File: config.mk
export PLATFORM = sky130hd
export DESIGN_NAME = i2c_ring_sequencer
export DESIGN_NICKNAME = d
export VERILOG_FILES = /design/src/rtl/i2c_ring_sequencer_pkg.sv /design/src/rtl/i2c_ring_sequencer.sv
export SDC_FILE = /design/constraint.sdc
export NUM_CORES = 1
export LEC_CHECK = 0
export CORE_ASPECT_RATIO = 0.75
export CORE_UTILIZATION = 35
export CTS_CLUSTER_DIAMETER = 120
export DETAILED_ROUTE_END_ITERATION = 16
export HOLD_SLACK_MARGIN = 0.15
export PLACE_DENSITY = 0.87
export SLEW_MARGIN = 30
export SYNTH_ARGS = -nofsm -noshare
export SYNTH_HDL_FRONTEND = slang
export SYNTH_SLANG_ARGS = --single-unit
File: constraint.sdc
create_clock -name S_AXI_ACLK -period 2.8 [get_ports S_AXI_ACLK]
set_clock_uncertainty 0.15 [all_clocks]
set_input_delay 0.84 -clock S_AXI_ACLK [delete_from_list [all_inputs] [get_ports S_AXI_ACLK]]
set_output_delay 0.84 -clock S_AXI_ACLK [all_outputs]
set_load 0.01 [all_outputs]
File: src/rtl/i2c_ring_sequencer_pkg.sv
// Shared definitions for the I2C ring sequencer: opcodes, FSM states and
// the bit layout of TX command words and RX result words.
package i2c_ring_sequencer_pkg;

  typedef enum logic [1:0] {
    OP_WRITE = 2'd0,
    OP_READ  = 2'd1,
    OP_STOP  = 2'd2,
    OP_RSVD  = 2'd3
  } op_e;

  typedef enum logic [2:0] {
    ST_IDLE,
    ST_FETCH,
    ST_DECODE,
    ST_ISSUE,
    ST_WAIT,
    ST_PUSH,
    ST_HALT
  } state_e;

  localparam int unsigned CMD_WDATA_LSB = 0;
  localparam int unsigned CMD_OP_LSB    = 8;
  localparam int unsigned CMD_START_BIT = 10;
  localparam int unsigned CMD_ACK_BIT   = 11;
  localparam int unsigned CMD_W         = 12;

  localparam int unsigned RES_RDATA_LSB = 0;
  localparam int unsigned RES_NACK_BIT  = 8;
  localparam int unsigned RES_ARB_BIT   = 9;
  localparam int unsigned RES_BAD_BIT   = 10;
  localparam int unsigned RES_IDX_LSB   = 16;

endpackage

File: src/rtl/i2c_ring_sequencer.sv
// Pulls I2C byte commands from a TX ring, runs each through an external byte
// engine and pushes a status word per command into an RX ring.
module i2c_ring_sequencer
  import i2c_ring_sequencer_pkg::*;
#(
  parameter int unsigned RING_AW = 8,
  parameter int unsigned DATA_W  = 32
) (
  input  logic               S_AXI_ACLK,
  input  logic               S_AXI_ARESETN,
  input  logic               enable_i,
  input  logic [RING_AW-1:0] tx_wp_i,
  output logic [RING_AW-1:0] tx_rp_o,
  output logic [RING_AW-1:0] tx_raddr_o,
  input  logic [DATA_W-1:0]  tx_rdata_i,
  input  logic [RING_AW-1:0] rx_rp_i,
  output logic [RING_AW-1:0] rx_wp_o,
  output logic [RING_AW-1:0] rx_waddr_o,
  output logic [DATA_W-1:0]  rx_wdata_o,
  output logic               rx_wen_o,
  output logic               eng_valid_o,
  input  logic               eng_ready_i,
  output logic [1:0]         eng_op_o,
  output logic               eng_start_o,
  output logic               eng_ack_o,
  output logic [7:0]         eng_wdata_o,
  input  logic               eng_done_i,
  input  logic [7:0]         eng_rdata_i,
  input  logic               eng_nack_i,
  input  logic               eng_arb_lost_i,
  output logic               busy_o,
  output logic               halted_o
);

  state_e             state_q, state_d;
  logic [RING_AW-1:0] tx_rp_q, rx_wp_q;
  logic [CMD_W-1:0]   cmd_q;
  logic [7:0]         rdata_q;
  logic               nack_q, arb_q, bad_q;
  logic               rx_full, push;
  op_e                dec_op, cmd_op;
  logic               unused_hi;

  assign unused_hi = ^tx_rdata_i[DATA_W-1:CMD_W];

  // The routing decision in DECODE must come from the live read data, since
  // the command register only holds it from the following cycle on.
  assign dec_op  = op_e'(tx_rdata_i[CMD_OP_LSB +: 2]);
  assign cmd_op  = op_e'(cmd_q[CMD_OP_LSB +: 2]);
  assign rx_full = (rx_wp_q + RING_AW'(1)) == rx_rp_i;
  assign push    = (state_q == ST_PUSH) && !rx_full;

  always_comb begin
    state_d = state_q;
    unique case (state_q)
      ST_IDLE:   if (enable_i && (tx_rp_q != tx_wp_i)) state_d = ST_FETCH;
      ST_FETCH:  state_d = ST_DECODE;
      ST_DECODE: state_d = (dec_op == OP_RSVD) ? ST_PUSH : ST_ISSUE;
      ST_ISSUE:  if (eng_ready_i) state_d = ST_WAIT;
      ST_WAIT:   if (eng_done_i) state_d = ST_PUSH;
      ST_PUSH:   if (!rx_full) state_d = arb_q ? ST_HALT : ST_IDLE;
      ST_HALT:   if (!enable_i) state_d = ST_IDLE;
      default:   state_d = ST_IDLE;
    endcase
  end

  always_ff @(posedge S_AXI_ACLK or negedge S_AXI_ARESETN) begin
    if (!S_AXI_ARESETN) begin
      state_q <= ST_IDLE;
      tx_rp_q <= '0;
      rx_wp_q <= '0;
      cmd_q   <= '0;
      rdata_q <= '0;
      nack_q  <= 1'b0;
      arb_q   <= 1'b0;
      bad_q   <= 1'b0;
    end else begin
      state_q <= state_d;
      if (state_q == ST_DECODE) begin
        cmd_q   <= tx_rdata_i[CMD_W-1:0];
        rdata_q <= '0;
        nack_q  <= 1'b0;
        arb_q   <= 1'b0;
        bad_q   <= (dec_op == OP_RSVD);
      end
      if ((state_q == ST_WAIT) && eng_done_i) begin
        rdata_q <= (cmd_op == OP_READ) ? eng_rdata_i : '0;
        nack_q  <= eng_nack_i;
        arb_q   <= eng_arb_lost_i;
      end
      if (push) begin
        tx_rp_q <= tx_rp_q + RING_AW'(1);
        rx_wp_q <= rx_wp_q + RING_AW'(1);
      end
    end
  end

  always_comb begin
    rx_wdata_o                         = '0;
    rx_wdata_o[RES_RDATA_LSB +: 8]     = rdata_q;
    rx_wdata_o[RES_NACK_BIT]           = nack_q;
    rx_wdata_o[RES_ARB_BIT]            = arb_q;
    rx_wdata_o[RES_BAD_BIT]            = bad_q;
    rx_wdata_o[RES_IDX_LSB +: 8]       = 8'(tx_rp_q);
  end

  assign tx_rp_o     = tx_rp_q;
  assign tx_raddr_o  = tx_rp_q;
  assign rx_wp_o     = rx_wp_q;
  assign rx_waddr_o  = rx_wp_q;
  assign rx_wen_o    = push;
  assign eng_valid_o = (state_q == ST_ISSUE);
  assign eng_op_o    = cmd_q[CMD_OP_LSB +: 2];
  assign eng_start_o = cmd_q[CMD_START_BIT];
  assign eng_ack_o   = cmd_q[CMD_ACK_BIT];
  assign eng_wdata_o = cmd_q[CMD_WDATA_LSB +: 8];
  assign busy_o      = (state_q != ST_IDLE);
  assign halted_o    = (state_q == ST_HALT);

endmodule

==> results of run 1 <==
-- power groups by stage --
stage                     clock network (mW)  registers, mW  logic (mW)
final                                  0.474           1.04        1.84
after global routing                   0.512           1.08        1.99
after CTS                              0.485           1.04        1.84
after detailed placement                   0           1.05        1.77
after global placement                     0           1.03        1.72
after floorplan                            0           1.12       0.848
-- cells in the mapped netlist (2+ instances only) --
cell type   n
a21oi_1     3
a22o_1     10
a32o_1      2
and2_1      3
and3_1      6
buf_4      40
clkbuf_1    5
dfrtp_1    42
ha_1        2
inv_1       2
mux2_2     12
mux2_4      2
nand2_1    15
nand2b_1    5
nand3_1     7
nand3b_1    3
nand4_1     4
nor2_1      7
nor3_1      2
nor3b_1     2
nor4_1      3
o21ai_0     7
o221ai_1    2
xnor2_1    12
xor2_1     17
-- critical path: stages --
cell       delay (ps)
buf_8             100
xor2_4            130
nand4_1           160
a2111oi_4         390
o311ai_2          170
and2_4            180
buf_6             110
-- worst max path at each step --
stage,startpoint,endpoint,slack [ps],cells past startpoint
after global placement,rx_rp_i[6],rx_wen_o,-1080,7
after detailed placement,rx_rp_i[6],rx_wen_o,-1100,7
after CTS,rx_waddr_o[1],rx_wen_o,-340,7
after global routing,rx_rp_i[6],rx_wen_o,-350,7
after floorplan,rx_rp_i[6],rx_wen_o,-180,6
final,rx_rp_i[6],rx_wen_o,-290,7
-- timing repair --
action | CTS | global route
buffers inserted | 0 | 0
pin swaps | 15 | 9
endpoints found under the setup margin | 4 | 3
gates resized for setup | 36 | 12
-- placed cells by master, fill, tap and decap left out, types with 2 or more instances in the layout --
cell type / instances
a21oi_1: 2
a22o_1: 10
a32o_1: 2
and2_1: 2
and3_1: 5
buf_4: 26
buf_6: 2
clkbuf_8: 5
clkdlybuf4s15_1: 3
clkdlybuf4s50_1: 98
clkinv_2: 2
conb_1: 13
dfrtp_1: 40
dfrtp_2: 2
dlygate4sd2_1: 3
inv_1: 2
mux2_2: 12
mux2_4: 2
nand2_1: 15
nand2b_1: 4
nand3_1: 7
nand3b_1: 3
nand4_1: 4
nor2_1: 7
nor3_1: 2
nor4_1: 2
o21ai_0: 6
o221ai_1: 2
xnor2_1: 9
xnor2_2: 3
xor2_1: 13
xor2_2: 3
-- routing by layer --
layer  GRT usage (%)  up-vias  wire [um]
li1                -      984          -
met1            22.5     1008       2750
met2            29.0       96       3080
met3            3.67       10        354
met4            5.97        0         87
met5               0        -          0
-- per-stage QoR --
step           utilization [%]  worst slack [ps]  instance area (um2)  std cells  hold WS (ps)
2_1_floorplan                -              -182                 2500        247           340
3_3_place_gp              52.4             -1080                 3560        419           339
3_5_place_dp              52.4             -1100                 3560        419           344
4_1_cts                   55.2              -344                 3760        427           364
5_1_grt                   56.1              -345                 3820        427           373
6_report                  56.1              -286                 3820        427           356
-- cells by family (layout without fill, tap and decap cells) --
logic type	count (synthesis)	in the layout	share of synthesized area, %
buffers and inverters	50	146	14.1
XOR/XNOR	29	29	10.4
AO/OA/AOI/OAI	35	35	11.1
AND/OR/NAND/NOR	62	62	13.7
adder cells (fa/ha/maj)	2	2	1.02
multiplexers	14	14	6.73
flip-flops	42	42	42.8
other	1	13	0.153
-- registers in the layout, summed over array words and instances, names as in the netlist --
signal	count
cmd_q	12
rdata_q	8
nack_q	1
state_q	3
bad_q	1
arb_q	1
tx_raddr_o	8
rx_waddr_o	8
-- cell type report --
type | count | area [um2]
Fill cell | 564 | 2980
Timing Repair Buffer | 135 | 1290
Clock inverter | 3 | 40.0
Inverter | 3 | 11.3
Tap cell | 84 | 105
Multi-Input combinational cell | 155 | 1250
Clock buffer | 5 | 68.8
Sequential cell | 42 | 1050
==> flow_summary_export.csv, run 1 <==
group,metric,value,unit
outcome,status,"finished with violations",
outcome,violations,"negative setup slack",
global_route,grt_overflow,0,
setup_path,end_kind,"primary output",
power_and_ir_drop,power.share.combinational,54.9,%
clocking,insertion_delay,300,ps
power_and_ir_drop,finalPower,3.36,mW
power_and_ir_drop,peakVddDrop,429,uV
detailed_routing,post-route-drc-count,0,
placed_design,io_buffers,109,
clocking,cts_made_buffers,5,
power_and_ir_drop,switchingPower,1.20,mW
finish,area_growth_syn_to_layout,55.5,%
placed_design,hpwl,4750,um
global_route,grt_usage,17.2,%
sta,fin_crit,3090,ps
power_and_ir_drop,clockPowerShare,14.1,%
floorplanning,core,6800,um2
clocking,cts_root_buf,"clkbuf_8",
clocking,cts_tree,"yes",
floorplanning,fp.dieH,74.5,um
global_route,grt_max_degree,43,
clocking,cts_buffer_depth,2,
clocking,clk_pin_slew,80,ps
sta,max_slew.worst_pin.slew,533,ps
setup_path,cp.required,1810,ps
detailed_routing,via_per_inst,4.91,
setup_path,ff2ff_setup_slack,450,ps
min_path,hp-start,"cmd_q[4]",
setup_path,reg2reg_from,"rx_waddr_o[1]",
power_and_ir_drop,p_per_area,881,nW/um2
logic_synthesis,synth_cell_types,45,
sta,period_share,110,%
floorplanning,die_width,98.7,um
sta,fin_ws,-286,ps
global_route,antenna_found_initial,0,
global_route,grt_pass1_vias,2035,
logic_synthesis,ys.flop_type,"dfrtp_1",
min_path,holdPathStages,1,
clocking,hold_buffers,0,
detailed_routing,wl_per_cell,14.7,um
setup_path,cp-start-kind,"input pin",
power_and_ir_drop,power_frac_seq,31.0,%
run,drv_cap,0,
setup_path,arrival,2100,ps
sta,rsz0062_at_grt,"true",
logic_synthesis,synth_area_leaders,"dfrtp_1 (43%), buf_4 (12%), xor2_1 (6.1%)",
sta,hold_viol_final,0,
sta,final.setup.tns,-286,ps
setup_path,worstReg2RegEnd,"rx_waddr_o[1]",
logic_synthesis,yosys.area.top_type,"dfrtp_1",
logic_synthesis,synth_edf_count,0,
logic_synthesis,ys_warn_count,0,
power_and_ir_drop,leakagePower,1.63,nW
finish,antenna_cells,0,
power_and_ir_drop,power.internal,2.16,mW
sta,fmax,0.324,GHz
min_path,min_delay_worst_endpoint,"cmd_q[4]",
logic_synthesis,yosys.area.top_type_share,42.8,%
finish,drive_gt1_share,22.2,%
setup_path,ff2ff_path_depth,8,
detailed_routing,num_vias,2098,
finish,nets,407,
sta,setup_viol,1,
logic_synthesis,ys_seq_elements,42,
logic_synthesis,synth-seq-area-share,42.8,%
floorplanning,die-area,7350,um2
detailed_routing,drt-total-wl,6280,um
logic_synthesis,syn_area_per_cell,10.4,um2
clocking,htree_levels,2,
min_path,hp-class,"flip-flop to flip-flop",
logic_synthesis,syn_inst,235,
setup_path,path_max_fanout,2,
sta,relSlewSlack,64.4,%
detailed_routing,drt_iter0_markers,52,
clocking,clock_sinks,42,
placed_design,gp_congestion,0.850,
logic_synthesis,postSynth.asyncResetShare,100,%
sta,finalMaxSlewViolations,0,
setup_path,worstSetupPathType,"input pin to primary output",
floorplanning,initial_utilization,36.1,%
detailed_routing,dr.pass1.iters,4,
floorplanning,row_count,26,
detailed_routing,ant_nets,0,
floorplanning,io_pins,143,
logic_synthesis,synth_area,2450,um2
global_route,grt_pass1_wl,9860,um
power_and_ir_drop,p_sw_share,35.7,%
Note: power is estimated with default switching activity, not from simulation.
==> run 2: changes to the inputs <==
--- a/config.mk
+++ b/config.mk
@@ -11,6 +11,7 @@
 export DETAILED_ROUTE_END_ITERATION = 16
 export HOLD_SLACK_MARGIN = 0.15
 export PLACE_DENSITY = 0.87
+export REMOVE_ABC_BUFFERS = 1
 export SLEW_MARGIN = 30
 export SYNTH_ARGS = -nofsm -noshare
 export SYNTH_HDL_FRONTEND = slang
==> run 2 against run 1 <==
Compared with the run above: the run still ends with negative setup slack left; register-to-register slack is essentially flat; critical path depth fell by 1; sequential power about the same; sequential share of layout area grew 0.15 points; clock power grew 1%; utilization is 0.44 points lower; critical path type unchanged; largest cell class unchanged; largest power group unchanged.
==> flow_summary_export.csv, run 2 (synthesized netlist as in run 1, its figures left out) <==
group,metric,value,unit
setup_path,worstSetupPathType,"input pin to primary output",
detailed_routing,num_vias,2089,
global_route,grt_overflow,0,
finish,largest_reg_flops,12,
power_and_ir_drop,switchingPower,1.21,mW
finish,area_growth_syn_to_layout,54.3,%
setup_path,ff2ff_setup_slack,440,ps
clocking,insertion_delay,290,ps
sta,hold_viol_final,0,
finish,drive_gt1_share,20.4,%
sta,finalMaxSlewViolations,0,
placed_design,gp_congestion,0.796,
finish,fin_area,3790,um2
setup_path,arrival,2090,ps
global_route,grt_max_degree,23,
detailed_routing,via_per_inst,4.89,
min_path,hp-class,"input pin to async pin",
sta,setup_viol,1,
floorplanning,core,6800,um2
finish,final_util,55.7,%
sta,fin_crit,3080,ps
global_route,grt_pass1_vias,2065,
placed_design,io_buffers,109,
detailed_routing,post-route-drc-count,0,
sta,rsz0062_at_grt,"true",
floorplanning,row_count,26,
finish,nFillCells,584,
sta,max_slew.worst_pin.slew,597,ps
placed_design,dp_slack,-1040,ps
power_and_ir_drop,p_sw_share,35.9,%
detailed_routing,dr.pass1.iters,4,
run,drv_cap,0,
sta,period_share,110,%
power_and_ir_drop,power.internal,2.16,mW
setup_path,end_kind,"primary output",
finish,final_common_cell,"clkdlybuf4s50_1",
global_route,grt_usage,17.4,%
detailed_routing,wl_per_cell,14.7,um
finish,regMostFlops,"cmd_q",
detailed_routing,drt-total-wl,6260,um
sta,final.setup.tns,-277,ps
finish,final_cell_mix,"clkdlybuf4s50_1 (98), dfrtp_1 (42), buf_4 (26)",
finish,antenna_cells,0,
power_and_ir_drop,power.share.combinational,54.6,%
finish,multi_input_area,1230,um2
placed_design,placed_cell_area,3550,um2
finish,final-seq-area,1050,um2
detailed_routing,ant_nets,0,
finish,nets,407,
clocking,clock_sinks,42,
power_and_ir_drop,finalPower,3.37,mW
floorplanning,initial_utilization,36.1,%
power_and_ir_drop,peakVddDrop,482,uV
clocking,cts_tree,"yes",
global_route,antenna_found_initial,0,
floorplanning,io_pins,143,
clocking,clk_pin_slew,80,ps
global_route,grt_pass1_wl,9850,um
sta,fin_ws,-277,ps
setup_path,cp.required,1810,ps
sta,fmax,0.325,GHz
power_and_ir_drop,p_per_area,891,nW/um2
floorplanning,fp.dieH,74.5,um
clocking,cts_buffer_depth,2,
detailed_routing,drt_iter0_markers,78,
setup_path,cp-start-kind,"input pin",
power_and_ir_drop,leakagePower,1.60,nW
setup_path,path_max_fanout,2,
power_and_ir_drop,clockPowerShare,14.3,%
outcome,status,"finished with violations",
outcome,violations,"negative setup slack",
power_and_ir_drop,power_frac_seq,31.1,%
clocking,cts_made_buffers,5,
clocking,cts_root_buf,"clkbuf_8",
floorplanning,die-area,7350,um2
placed_design,hpwl,4770,um
clocking,htree_levels,2,
sta,relSlewSlack,60.0,%
floorplanning,die_width,98.7,um
[run 2: worst paths after layout]
check / endpoint / start / cells after the start
worst max-delay path: rx_wen_o / rx_rp_i[5] / 6
worst min-delay path: rdata_q[4] / S_AXI_ARESETN / 1
worst max register to register: tx_raddr_o[1] / rx_waddr_o[0] / 8
worst min register to register: cmd_q[3] / cmd_q[3] / 1
max in group asynchronous: cmd_q[5] / S_AXI_ARESETN / 2
min in group S_AXI_ACLK: cmd_q[3] / cmd_q[3] / 1
[run 2: per-stage QoR]
step,hold WS (ps),std cells
after detailed placement,345,419
after floorplan,394,200
after global placement,338,419
final,359,427
after CTS,365,427
after global routing,383,427
[run 2: per-layer routing]
layer	wire length, um	track usage [%]	vias up	part of all wire, %
met1	2790	21.1	1019	45
met3	328	4.04	6	5.2
met5	0	0	-	0
li1	-	-	987	-
met4	55	5.14	0	0.88
met2	3080	31.3	77	49
[run 2: critical path: stages]
cell,delay (ps)
clkdlybuf4s15_1,180
or4_4,480
a21oi_2,170
o311ai_2,130
and2_4,170
buf_6,110
[run 2: power groups by stage]
stage / combinational (mW) / sequential (mW) / clock, mW
6_report: 1.84 / 1.05 / 0.481
5_1_grt: 1.98 / 1.09 / 0.529
4_1_cts: 1.85 / 1.05 / 0.499
3_5_place_dp: 1.78 / 1.05 / 0
3_3_place_gp: 1.73 / 1.04 / 0
2_1_floorplan: 0.591 / 1.20 / 0
[run 2: area by class of cell]
cell class | count | share of cell area [%]
clock inverters | 2 | 0.991
multi-input cells | 155 | 32.5
repair buffers | 135 | 33.8
flip-flops and latches | 42 | 27.8
well taps | 84 | 2.78
clock buffers | 6 | 1.92
inverters | 3 | 0.297
[run 2: repair_timing]
item                                    4_1_cts  5_1_grt
pin swaps                                    14        5
buffers inserted                              1        0
hold buffers                                  0        0
hold endpoints to repair                      0        0
resized for setup                            37        5
endpoints found under the setup margin        1        2
